**src/rtl/serial_sub_8_pkg.sv**
```systemverilog
// Shared definitions for the bit-serial subtractor: default width, FSM encoding
// and the bit-counter width.
package serial_sub_8_pkg;

  localparam int WIDTH_DEF = 8;
  localparam int CW        = $clog2(WIDTH_DEF);

  typedef enum logic [1:0] {
    IDLE = 2'd0,
    RUN  = 2'd1,
    DONE = 2'd2
  } state_t;

  // Counter width for an arbitrary operand width, never narrower than one bit.
  function automatic int cnt_width(input int width);
    return (width > 1) ? $clog2(width) : 1;
  endfunction

endpackage

```
**src/rtl/serial_sub_8_fadder.sv**
```systemverilog
// One-bit full adder cell; the subtractor feeds it an inverted subtrahend bit
// and an inverted borrow so that carry-out is the complement of borrow-out.
module fadder (
  input  logic x,
  input  logic y,
  input  logic ci,
  output logic s,
  output logic co
);

  assign s  = x ^ y ^ ci;
  assign co = (x & y) | (ci & (x ^ y));

endmodule

```
**src/rtl/serial_sub_8.sv**
```systemverilog
// Bit-serial two's-complement subtractor d = a - b - bin, LSB first, one bit
// per clock through a single full-adder cell.
//
//   state | meaning
//   IDLE  | waiting for start; results from the last operation are held
//   RUN   | one result bit per cycle, bit index = cnt
//   DONE  | single-cycle done pulse; start is accepted here as in IDLE
module serial_sub_8
  import serial_sub_8_pkg::*;
#(
  parameter int WIDTH = WIDTH_DEF
) (
  input  logic             clk,
  input  logic             rst,
  input  logic             start,
  input  logic [WIDTH-1:0] a,
  input  logic [WIDTH-1:0] b,
  input  logic             bin,
  output logic             busy,
  output logic             done,
  output logic [WIDTH-1:0] d,
  output logic             bout,
  output logic             zero,
  output logic             ovf
);

  localparam int CNTW = cnt_width(WIDTH);
  localparam logic [CNTW-1:0] LAST_BIT = CNTW'(WIDTH - 1);

  state_t state, state_n;

  logic [CNTW-1:0]  cnt;
  logic [WIDTH-1:0] a_sr;
  logic [WIDTH-1:0] b_sr;
  logic [WIDTH-2:0] acc;
  logic             br;

  logic             accept;
  logic             last;
  logic             a_i;
  logic             b_i;
  logic             sum;
  logic             co;
  logic             br_next;
  logic [WIDTH-1:0] d_next;

  assign a_i     = a_sr[0];
  assign b_i     = b_sr[0];
  assign last    = (cnt == LAST_BIT);
  assign br_next = ~co;
  // Partial result with the current bit on top; aligned once the last bit lands.
  assign d_next  = {sum, acc};

  fadder u_fadder (
    .x  (a_i),
    .y  (~b_i),
    .ci (~br),
    .s  (sum),
    .co (co)
  );

  always_ff @(posedge clk) begin
    if (rst) begin
      state <= IDLE;
    end else begin
      state <= state_n;
    end
  end

  always_comb begin
    state_n = state;
    accept  = 1'b0;
    case (state)
      IDLE, DONE: begin
        if (start) begin
          accept  = 1'b1;
          state_n = RUN;
        end else begin
          state_n = IDLE;
        end
      end
      RUN: begin
        if (last) begin
          state_n = DONE;
        end
      end
      default: state_n = IDLE;
    endcase
  end

  assign busy = (state == RUN);
  assign done = (state == DONE);

  always_ff @(posedge clk) begin
    if (rst) begin
      cnt  <= '0;
      a_sr <= '0;
      b_sr <= '0;
      acc  <= '0;
      br   <= 1'b0;
      d    <= '0;
      bout <= 1'b0;
      zero <= 1'b0;
      ovf  <= 1'b0;
    end else if (accept) begin
      cnt  <= '0;
      a_sr <= a;
      b_sr <= b;
      br   <= bin;
    end else if (state == RUN) begin
      cnt  <= cnt + 1'b1;
      a_sr <= a_sr >> 1;
      b_sr <= b_sr >> 1;
      br   <= br_next;
      acc  <= d_next[WIDTH-1:1];
      if (last) begin
        // a_i/b_i/sum are the MSBs here, which is all the overflow test needs.
        d    <= d_next;
        bout <= br_next;
        zero <= (d_next == '0);
        ovf  <= (a_i ^ b_i) & (sum ^ a_i);
      end
    end
  end

endmodule

```
**config.mk**
```make
export PLATFORM = sky130hd
export DESIGN_NAME = serial_sub_8
export DESIGN_NICKNAME = d
export VERILOG_FILES = /design/src/rtl/serial_sub_8_pkg.sv /design/src/rtl/serial_sub_8_fadder.sv /design/src/rtl/serial_sub_8.sv
export SDC_FILE = /design/constraint.sdc
export NUM_CORES = 1
export LEC_CHECK = 0
export ABC_CLOCK_PERIOD_IN_PS = 1700
export BUFFER_PORTS_ARGS = -buffer_cell sky130_fd_sc_hd__buf_2
export CELL_PAD_IN_SITES_DETAIL_PLACEMENT = 1
export CELL_PAD_IN_SITES_GLOBAL_PLACEMENT = 2
export CORE_MARGIN = 4
export CORE_UTILIZATION = 28
export CTS_CLUSTER_DIAMETER = 80
export CTS_CLUSTER_SIZE = 14
export DETAILED_ROUTE_END_ITERATION = 7
export GPL_TIMING_DRIVEN = 0
export HOLD_SLACK_MARGIN = 0.12
export PLACE_DENSITY_LB_ADDON = 0.1
export SLEW_MARGIN = 30
export SYNTH_ARGS = -nofsm -noshare
export SYNTH_HDL_FRONTEND = slang
export SYNTH_HIERARCHICAL = 1
export SYNTH_SLANG_ARGS = --single-unit
```
**constraint.sdc**
```tcl
create_clock -name clk -period 1.7 [get_ports clk]
set_input_delay 0.085 -clock clk [delete_from_list [all_inputs] [get_ports clk]]
set_output_delay 0.085 -clock clk [all_outputs]
set_load 0.02 [all_outputs]
```
==> impl_metrics.env, run 1 <==
export IMPL_maxSlewHeadroom_pct=57.7
export IMPL_p_int_mw=1.39
export IMPL_cts_tree="built"
export IMPL_outcome="complete, no violations"
export IMPL_crit_fanout=2
export IMPL_grt_usage_pct=14.3
export IMPL_synth_top_cell_area_share_pct=48.9
export IMPL_area_growth_pct=29.9
export IMPL_critPathSlowestCell="fa_1"
export IMPL_synth_cells=191
export IMPL_holdPathEnd="b_sr[2]"
export IMPL_antenna_found_initial=0
export IMPL_htree_levels=2
export IMPL_synth_area_per_cell_um2=8.57
export IMPL_placed_cells=294
export IMPL_synth_warnings=6
export IMPL_cp_slowest_stage_delay_ns=0.55
export IMPL_crit_arrival_ns=1.82
export IMPL_critPathCaptureType="flip-flop"
export IMPL_fp_dieH_um=84.5
export IMPL_synth_seq_cells=40
export IMPL_grt_start_max_net_pins=12
export IMPL_fp_row_count=27
export IMPL_cts_sinks=40
export IMPL_peakVddDrop_v=0.000341
export IMPL_grt_pass1_vias=1710
export IMPL_fin_util_pct=38.1
export IMPL_gp_congestion=0.772
export IMPL_crit_buf_inv=2
export IMPL_syn_area_mm2=0.00164
export IMPL_synthFlopType="dfxtp_1"
export IMPL_synth_area_leaders="dfxtp_1 (49%), nand2_1 (11%), a21oi_1 (5.8%)"
export IMPL_start_util_pct=29.4
export IMPL_seq_area_frac_synth_pct=48.9
export IMPL_slew_viol_final=0
export IMPL_clockPowerShare_pct=31.3
export IMPL_worst_setup_path_type="reg -> reg"
export IMPL_holdPathStages=3
export IMPL_dr_pass1_iters=4
export IMPL_routedWlPerCell_um=15.1
export IMPL_finalClockSkew_ns=0.00447
export IMPL_p_per_area_mw_per_mm2=890
export IMPL_netSwitchingFraction_pct=26.3
export IMPL_reg2regPathDepth=5
export IMPL_met3_length_um=175
export IMPL_clk_path_buf_depth=2
export IMPL_pwr_share_seq_pct=53.3
export IMPL_clkLatencyLatePin_ns=0.29
export IMPL_period_share_pct=95.7
export IMPL_setup_viol=0
export IMPL_layout_common_cells="nand2_1 (50), dfxtp_1 (38), buf_2 (35), a21oi_1 (19), dlygate4sd3_1 (15)"
export IMPL_ant_nets=0
export IMPL_power_switching_uw=499
export IMPL_reg2reg_slack_ns=0.07
export IMPL_fin_crit_ns=1.63
export IMPL_top_layer="met4"
export IMPL_routed_wl_um=4790
export IMPL_wirelength_met1_um=1940
export IMPL_vias=1560
export IMPL_hold_start="b[2]"
export IMPL_final_cells=317
export IMPL_r2r_end="ovf"
export IMPL_io_pins=33
export IMPL_finalHoldViolCount=0
export IMPL_dieWidth_um=84.5
export IMPL_io_buffers=31
export IMPL_p_leak_nw=0.834
export IMPL_tightest_slew_ns=0.635
export IMPL_async_flop_share_pct=0
export IMPL_core_area_mm2=0.00557
export IMPL_placed_area_mm2=0.00188
export IMPL_rsz0062_at_grt="true"
export IMPL_synth_fp_nets=214
export IMPL_grt_ovfl_total=0
export IMPL_nets=268
export IMPL_cts_root_buffer="clkbuf_8"
export IMPL_p_comb_share_pct=15.4
export IMPL_grt_pass1_wl_um=8020
export IMPL_layout_drive_gt1_share_pct=22.9
export IMPL_cpLargestDelayFamily="adder cells"
export IMPL_critPathLaunchType="flip-flop"
export IMPL_dp_hpwl_um=3460
export IMPL_setup_tns_final_ns=0
export IMPL_first_iter_violations=68
export IMPL_die_area_mm2=0.00713
export IMPL_synth_edf_count=0
export IMPL_antenna_cells=0
export IMPL_fmax_mhz=615
export IMPL_cp_required_ns=1.89
export IMPL_cts_buffers=5
export IMPL_finalPower_mw=1.89
export IMPL_hold_class="in -> reg"
export IMPL_vias_per_cell=4.92
export IMPL_synth_largest_area_cell="dfxtp_1"
export IMPL_layout_cells_most_common="nand2_1"
export IMPL_final_cell_area_mm2=0.00213
export IMPL_path_cells="inv_2 > fa_1 > inv_1 > or3_1 > a311oi_1"
export IMPL_synth_cell_types=31
export IMPL_wl_met2_um=2590
export IMPL_drc=0
export IMPL_clk_pin_slew_ns=0.08
export IMPL_regToRegStartpoint="br"
export IMPL_drv_cap=0
[state kept, by name, summed over array words and instances, names as in the netlist]
register / count
b_sr: 8
br: 1
cnt: 3
bout: 1
d: 8
zero: 1
ovf: 1
acc: 7
a_sr: 8
state: 2
[cells in the mapped netlist (4+ instances only)]
cell,n
nor3_1,12
buf_2,4
nand3_1,5
nor2_1,13
buf_4,4
dfxtp_1,40
a21oi_1,19
a311oi_1,7
nand2_1,50
clkbuf_1,4
o22ai_1,4
[final cells by class]
cell class / instances / area (µm²)
Buffer: 14 / 91.3
Clock buffer: 6 / 72.6
Clock inverter: 1 / 5.00
Fill cell: 690 / 3450
Inverter: 4 / 20.0
Multi-Input combinational cell: 133 / 731
Sequential cell: 40 / 803
Tap cell: 72 / 90.1
Timing Repair Buffer: 47 / 313
[power by group through the flow]
stage,registers (mW),logic [mW],clock network (mW)
after floorplan,1.02,0.177,0
after global placement,1.03,0.248,0
after detailed placement,1.03,0.259,0
after CTS,1.01,0.294,0.626
after global routing,1.02,0.326,0.669
final,1.01,0.291,0.592
[routing by layer]
| metal | GRT usage (%) | vias to the layer above |
|---|---|---|
| li1 | - | 765 |
| met4 | 5.32 | 0 |
| met3 | 3.93 | 8 |
| met1 | 14.7 | 755 |
| met5 | 0 | - |
| met2 | 27.1 | 32 |
[per-stage QoR]
stage	worst slack, ns	hold slack (ns)
5_1_grt	-0.0128	0.178
3_5_place_dp	-0.0281	0.340
6_report	0.0728	0.137
2_1_floorplan	0.0907	0.221
4_1_cts	0.0517	0.120
3_3_place_gp	0.000442	0.327
[cells by family after synthesis]
kind of cell	after synthesis	synth area share (%)
simple gates	89	23.4
buf+inv	18	6.80
xor+xnor	1	0.535
flops	40	48.9
fa+ha+maj	3	2.75
mux	3	1.83
compound gates	37	15.7
[worst min-delay path: cells and delay by family]
kind | cells | cell delay [ns]
AO/OA/AOI/OAI | 1 | 0.07
buffers and inverters | 1 | 0.10
AND/OR/NAND/NOR | 1 | 0.12
[how the worst max path moves through the flow]
stage / depth (start not counted) / from / endpoint
after floorplan: 5 / b_sr[0] / ovf
after global placement: 5 / b_sr[0] / ovf
after detailed placement: 5 / b_sr[0] / ovf
after CTS: 5 / br / ovf
after global routing: 5 / br / ovf
final: 5 / br / ovf
[repair_timing]
| item | in CTS | in global routing |
|---|---|---|
| endpoints found under the hold margin | 15 | 0 |
| setup endpoints to repair | 1 | 2 |
| setup buffers | 1 | 0 |
| gates resized for setup | 0 | 4 |
| pin swaps | 1 | 1 |
| hold buffers | 15 | 0 |
Note: power is estimated with default switching activity, not from simulation.
==> inputs of run 2 (changes only) <==
Settings changed: CORE_UTILIZATION 28 to 29, SYNTH_HIERARCHICAL 1 to unset.
==> impl_metrics.env, run 2 <==
export IMPL_power_switching_uw=518
export IMPL_netSwitchingFraction_pct=26.5
export IMPL_synthAdderAreaFrac_pct=3.45
export IMPL_io_pins=33
export IMPL_async_flop_share_pct=0
export IMPL_synth_area_leaders="dfxtp_1 (48%), nand2_1 (12%), a21oi_1 (5.7%)"
export IMPL_holdPathStages=3
export IMPL_worst_setup_path_type="reg -> reg"
export IMPL_grt_ovfl_total=0
export IMPL_crit_arrival_ns=1.83
export IMPL_holdPathEnd="a_sr[5]"
export IMPL_cts_buffers=5
export IMPL_peakVddDrop_v=0.000312
export IMPL_synthXorXnorAreaFrac_pct=1.05
export IMPL_ys_top_cells_by_count="nand2_1 (53), dfxtp_1 (40), a21oi_1 (19)"
export IMPL_drc=0
export IMPL_antenna_found_initial=0
export IMPL_synth_compound_area_share_pct=16.5
export IMPL_core_area_mm2=0.00554
export IMPL_synth_top_cell_area_share_pct=48.0
export IMPL_crit_fanout=4
export IMPL_dp_hpwl_um=3310
export IMPL_pwr_share_seq_pct=51.6
export IMPL_maxSlewHeadroom_pct=62.5
export IMPL_grt_start_max_net_pins=13
export IMPL_critPathCaptureType="flip-flop"
export IMPL_fmax_mhz=622
export IMPL_synth_top_family_by_area="simple AND/OR/NAND/NOR gates"
export IMPL_finalHoldViolCount=0
export IMPL_regToRegStartpoint="a_sr[0]"
export IMPL_clk_path_buf_depth=2
export IMPL_drv_cap=0
export IMPL_grt_pass1_wl_um=7730
export IMPL_cts_sinks=40
export IMPL_p_per_area_mw_per_mm2=903
export IMPL_slew_viol_final=0
export IMPL_grt_usage_pct=13.6
export IMPL_p_int_mw=1.44
export IMPL_reg2reg_slack_ns=0.09
export IMPL_period_share_pct=94.5
export IMPL_die_area_mm2=0.00703
export IMPL_r2r_end="ovf"
export IMPL_syn_area_mm2=0.00167
export IMPL_rsz0062_at_grt="false"
export IMPL_fin_crit_ns=1.61
export IMPL_finalPower_mw=1.96
export IMPL_layout_drive_gt1_share_pct=23.6
export IMPL_dieWidth_um=83.9
export IMPL_fillers=677
export IMPL_p_comb_share_pct=14.6
export IMPL_seq_area_frac_synth_pct=48.0
export IMPL_clkLatencyLatePin_ns=0.29
export IMPL_synth_fp_nets=216
export IMPL_setup_tns_final_ns=0
export IMPL_hold_class="in -> reg"
export IMPL_synthMuxAreaShare_pct=1.80
export IMPL_grt_pass1_vias=1632
export IMPL_critPathLaunchType="flip-flop"
export IMPL_synth_area_per_cell_um2=8.69
export IMPL_fp_dieH_um=83.9
export IMPL_fp_row_count=27
export IMPL_outcome="complete, no violations"
export IMPL_vias=1532
export IMPL_finalClockSkew_ns=0.00485
export IMPL_first_iter_violations=34
export IMPL_cts_tree="built"
export IMPL_yosysMostFrequentCell="nand2_1"
export IMPL_antenna_cells=0
export IMPL_gp_congestion=0.738
export IMPL_reg2regPathDepth=5
export IMPL_hold_start="a[5]"
export IMPL_io_buffers=31
export IMPL_ant_nets=0
export IMPL_routedWlPerCell_um=14.2
export IMPL_clk_pin_slew_ns=0.08
export IMPL_area_growth_pct=29.9
export IMPL_top_regs="a_sr: 8 flops, b_sr: 8 flops, d: 8 flops"
export IMPL_cp_required_ns=1.92
export IMPL_layout_common_cells="nand2_1 (53), dfxtp_1 (39), buf_2 (35), a21oi_1 (19)"
export IMPL_layout_cells_most_common="nand2_1"
export IMPL_cts_root_buffer="clkbuf_8"
export IMPL_vias_per_cell=4.82
export IMPL_synth_edf_count=0
export IMPL_nets=269
export IMPL_synth_seq_cells=40
export IMPL_synth_cell_types=32
export IMPL_clockPowerShare_pct=33.8
export IMPL_p_leak_nw=0.855
export IMPL_synth_simple_gate_area_share_pct=22.1
export IMPL_htree_levels=2
export IMPL_post_cts_buffers=0
export IMPL_synth_cells=192
export IMPL_synth_warnings=0
export IMPL_dr_pass1_iters=4
export IMPL_synth_largest_area_cell="dfxtp_1"
export IMPL_tightest_slew_ns=0.563
export IMPL_routed_wl_um=4520
export IMPL_synthFlopType="dfxtp_1"
export IMPL_start_util_pct=30.1
export IMPL_setup_viol=0
[run 2: changes by cell type after synthesis, moves of 2 or more]
cell / delta
nor3_1: -6
nand2_1: +3
buf_4: -2
buf_6: +2
nor2_1: +2
o22ai_1: -2
[run 2: logic make-up (layout without fill, tap and decap cells)]
family,count (synthesis),in the layout
simple gates,87,87
fa+ha+maj,4,4
flops,40,40
xor+xnor,2,2
mux,3,3
buf+inv,18,72
compound gates,38,38
[run 2: repair_timing]
item / CTS / global route
gates resized for setup: 1 / 4
pin swaps: 0 / 0
setup endpoints to repair: 1 / 9
endpoints found under the hold margin: 15 / 0
hold buffers: 15 / 0
[run 2: stage by stage]
stage / utilization, % / instance area, µm² / setup slack, ns / hold slack [ns] / cells
finish: 39.1 / 2170 / 0.0934 / 0.131 / 318
floorplan: - / 1670 / 0.163 / 0.221 / 192
global placement: 34.6 / 1910 / 0.0360 / 0.343 / 295
detailed placement: 34.6 / 1910 / 0.0172 / 0.347 / 295
global route: 39.1 / 2170 / 0.0504 / 0.126 / 318
CTS: 39.0 / 2160 / 0.0360 / 0.121 / 318
[run 2: area by class of cell]
type                    count  area (µm²)  share of cell area, %
flip-flops and latches     40         802                   37.0
multi-input cells         134         758                   35.0
clock buffers               6        82.6                   3.81
clock inverters             2        10.0                  0.462
well taps                  72        90.1                   4.15
inverters                   3        16.3                  0.750
plain buffers              15         104                   4.79
repair buffers             46         305                   14.1
[run 2: worst max-delay path by stage]
stage | start | end | slack, ns | cells past startpoint
3_5_place_dp | a_sr[0] | ovf | 0.02 | 5
2_1_floorplan | a_sr[0] | ovf | 0.16 | 5
4_1_cts | a_sr[0] | ovf | 0.04 | 5
5_1_grt | a_sr[0] | ovf | 0.05 | 5
6_report | a_sr[0] | ovf | 0.09 | 5
3_3_place_gp | a_sr[0] | ovf | 0.04 | 5
[run 2: power groups by stage]
stage	registers, mW	clock network, mW	logic, mW
finish	1.01	0.661	0.286
global route	1.02	0.723	0.319
CTS	1.01	0.688	0.287
detailed placement	1.03	0	0.257
global placement	1.03	0	0.249
floorplan	1.02	0	0.179
[run 2: critical path, stage by stage (launching register included)]
cell     delay [ns]
dfxtp_2        0.37
inv_1          0.06
fa_2           0.58
xor2_1         0.08
or3_1          0.32
a21oi_1        0.14
[run 2: routing by layer]
metal  wire length (µm)  global-route usage [%]  vias up
met5                  0                       0        -
met4                 44                    3.95        0
met3                177                    3.46        5
met2               2330                    24.2       25
met1               1970                    16.0      741
li1                   -                       -      761
==> inputs of run 3 (changes only) <==
Settings changed: ABC_AREA set to 1, CORE_ASPECT_RATIO set to 1.1.
==> impl_metrics.env, run 3 <==
export IMPL_clockPowerShare_pct=38.0
export IMPL_fmax_mhz=658
export IMPL_fp_dieH_um=94.5
export IMPL_rsz0062_at_grt="false"
export IMPL_setup_tns_final_ns=0
export IMPL_dp_hpwl_um=3770
export IMPL_cts_tree="built"
export IMPL_cts_sinks=40
export IMPL_cts_resized=0
export IMPL_p_int_mw=1.66
export IMPL_p_per_area_mw_per_mm2=945
export IMPL_synth_cells=254
export IMPL_synth_top_cell_area_share_pct=40.6
export IMPL_first_iter_violations=41
export IMPL_drv_cap=0
export IMPL_nets=320
export IMPL_peakVddDrop_v=0.000303
export IMPL_top_regs="a_sr: 8 flops, b_sr: 8 flops, d: 8 flops"
export IMPL_yosysMostFrequentCell="nand2_1"
export IMPL_outcome="complete, no violations"
export IMPL_async_flop_share_pct=0
export IMPL_htree_levels=2
export IMPL_post_cts_buffers=0
export IMPL_worst_setup_path_type="reg -> reg"
export IMPL_pwr_share_seq_pct=45.3
export IMPL_layout_cells_most_common="nand2_1"
export IMPL_cp_required_ns=1.94
export IMPL_layout_common_cells="nand2_1 (47), dfxtp_1 (40), nor2_1 (36), inv_1 (36), buf_2 (32)"
export IMPL_grt_pass1_wl_um=8340
export IMPL_syn_area_mm2=0.00197
export IMPL_crit_arrival_ns=1.76
export IMPL_p_comb_share_pct=16.7
export IMPL_synth_seq_cells=40
export IMPL_synth_area_leaders="dfxtp_1 (41%), nand2_1 (8.9%), inv_1 (6.8%)"
export IMPL_critPathLaunchType="flip-flop"
export IMPL_synth_fp_nets=278
export IMPL_ys_top_cells_by_count="nand2_1 (47), dfxtp_1 (40), inv_1 (36), nor2_1 (36), o21ai_0 (18)"
export IMPL_routedWlPerCell_um=13.2
export IMPL_fp_row_count=31
export IMPL_io_buffers=32
export IMPL_cts_root_buffer="clkbuf_8"
export IMPL_hold_class="in -> reg"
export IMPL_area_growth_pct=21.2
export IMPL_vias=1689
export IMPL_fin_crit_ns=1.52
export IMPL_dr_pass1_iters=4
export IMPL_setup_viol=0
export IMPL_clkLatencyLatePin_ns=0.29
export IMPL_grt_start_max_net_pins=13
export IMPL_netSwitchingFraction_pct=26.6
export IMPL_p_leak_nw=1.16
export IMPL_crit_fanout=4
export IMPL_ctsHoldBuffers=3
export IMPL_synth_edf_count=0
export IMPL_start_util_pct=29.9
export IMPL_clk_path_buf_depth=2
export IMPL_slew_viol_final=0
export IMPL_clk_pin_slew_ns=0.08
export IMPL_cts_buffers=5
export IMPL_drc=0
export IMPL_layout_drive_gt1_share_pct=24.9
export IMPL_die_area_mm2=0.00819
export IMPL_ant_nets=0
export IMPL_grt_pass1_vias=1672
export IMPL_grt_usage_pct=13.2
export IMPL_grt_ovfl_total=0
export IMPL_maxSlewHeadroom_pct=50.6
export IMPL_finalClockSkew_ns=0.00737
export IMPL_period_share_pct=89.4
export IMPL_routed_wl_um=5000
export IMPL_synth_cell_types=28
export IMPL_dieWidth_um=86.7
export IMPL_synth_largest_area_cell="dfxtp_1"
export IMPL_io_pins=33
export IMPL_fin_util_pct=36.3
export IMPL_synth_area_per_cell_um2=7.77
export IMPL_antenna_found_initial=0
export IMPL_power_switching_uw=601
export IMPL_antenna_cells=0
export IMPL_vias_per_cell=4.46
export IMPL_gp_congestion=0.734
export IMPL_tightest_slew_ns=0.741
export IMPL_synth_warnings=0
export IMPL_synthFlopType="dfxtp_1"
export IMPL_critPathCaptureType="flip-flop"
export IMPL_core_area_mm2=0.00659
export IMPL_seq_area_frac_synth_pct=40.6
export IMPL_finalHoldViolCount=0
==> run 3: critical path, stage by stage, from the launching register on <==
cell and delay (ns):
dfxtp_1 0.39, inv_1 0.08, fa_1 0.55, inv_1 0.08, a21oi_1 0.13, nand2_1 0.08, nand2_1 0.06, nand2_1 0.05
inv_1 0.04
==> run 3: cells by family after synthesis <==
logic type | count (synthesis) | synth area share [%]
AND/OR/NAND/NOR | 111 | 28.5
buffers and inverters | 50 | 13.6
AO/OA/AOI/OAI | 48 | 14.1
flip-flops | 40 | 40.6
adder cells (fa/ha/maj) | 4 | 2.92
XOR/XNOR | 1 | 0.444
==> run 3: worst paths after layout <==
check                from  depth (start not counted)       to  slack, ns
hold reg to reg   a_sr[7]                          2  a_sr[7]       0.47
setup / recovery  a_sr[0]                          8      ovf       0.18
setup reg to reg  a_sr[0]                          8      ovf       0.18
hold / removal       a[5]                          5  a_sr[5]       0.13
==> run 3: power groups by stage <==
stage          logic (mW)  clock network (mW)  registers (mW)
6_report            0.378               0.860            1.03
3_3_place_gp        0.379                   0            1.05
2_1_floorplan       0.278                   0            1.04
5_1_grt             0.428               0.922            1.03
3_5_place_dp        0.382                   0            1.05
4_1_cts             0.389               0.884            1.03
==> run 3: layout make-up <==
| type | count | area [µm²] |
|---|---|---|
| Inverter | 39 | 154 |
| Sequential cell | 40 | 801 |
| Clock inverter | 1 | 30.0 |
| Tap cell | 82 | 103 |
| Clock buffer | 7 | 96.3 |
| Fill cell | 835 | 4200 |
| Buffer | 11 | 114 |
| Timing Repair Buffer | 35 | 190 |
| Multi-Input combinational cell | 164 | 906 |
==> run 3: metrics by stage <==
step	total power [mW]	setup slack, ns	std cells	hold slack (ns)	area, µm²
2_1_floorplan	1.32	0.350	254	0.215	1970
3_3_place_gp	1.43	0.180	368	0.321	2240
3_5_place_dp	1.43	0.182	368	0.333	2240
4_1_cts	2.30	0.152	379	0.125	2390
5_1_grt	2.38	0.00636	379	0.141	2390
6_report	2.26	0.181	379	0.126	2390
==> run 3: routing by layer <==
metal  up-vias  routed length [µm]  part of all wire (%)  global-route usage [%]
li1        874                   -                     -                       -
met1       779                2360                    47                    16.1
met2        30                2370                    47                    23.0
met3         6                 213                   4.3                    3.40
met4         0                  55                   1.1                    3.51
met5         -                   0                     0                       0
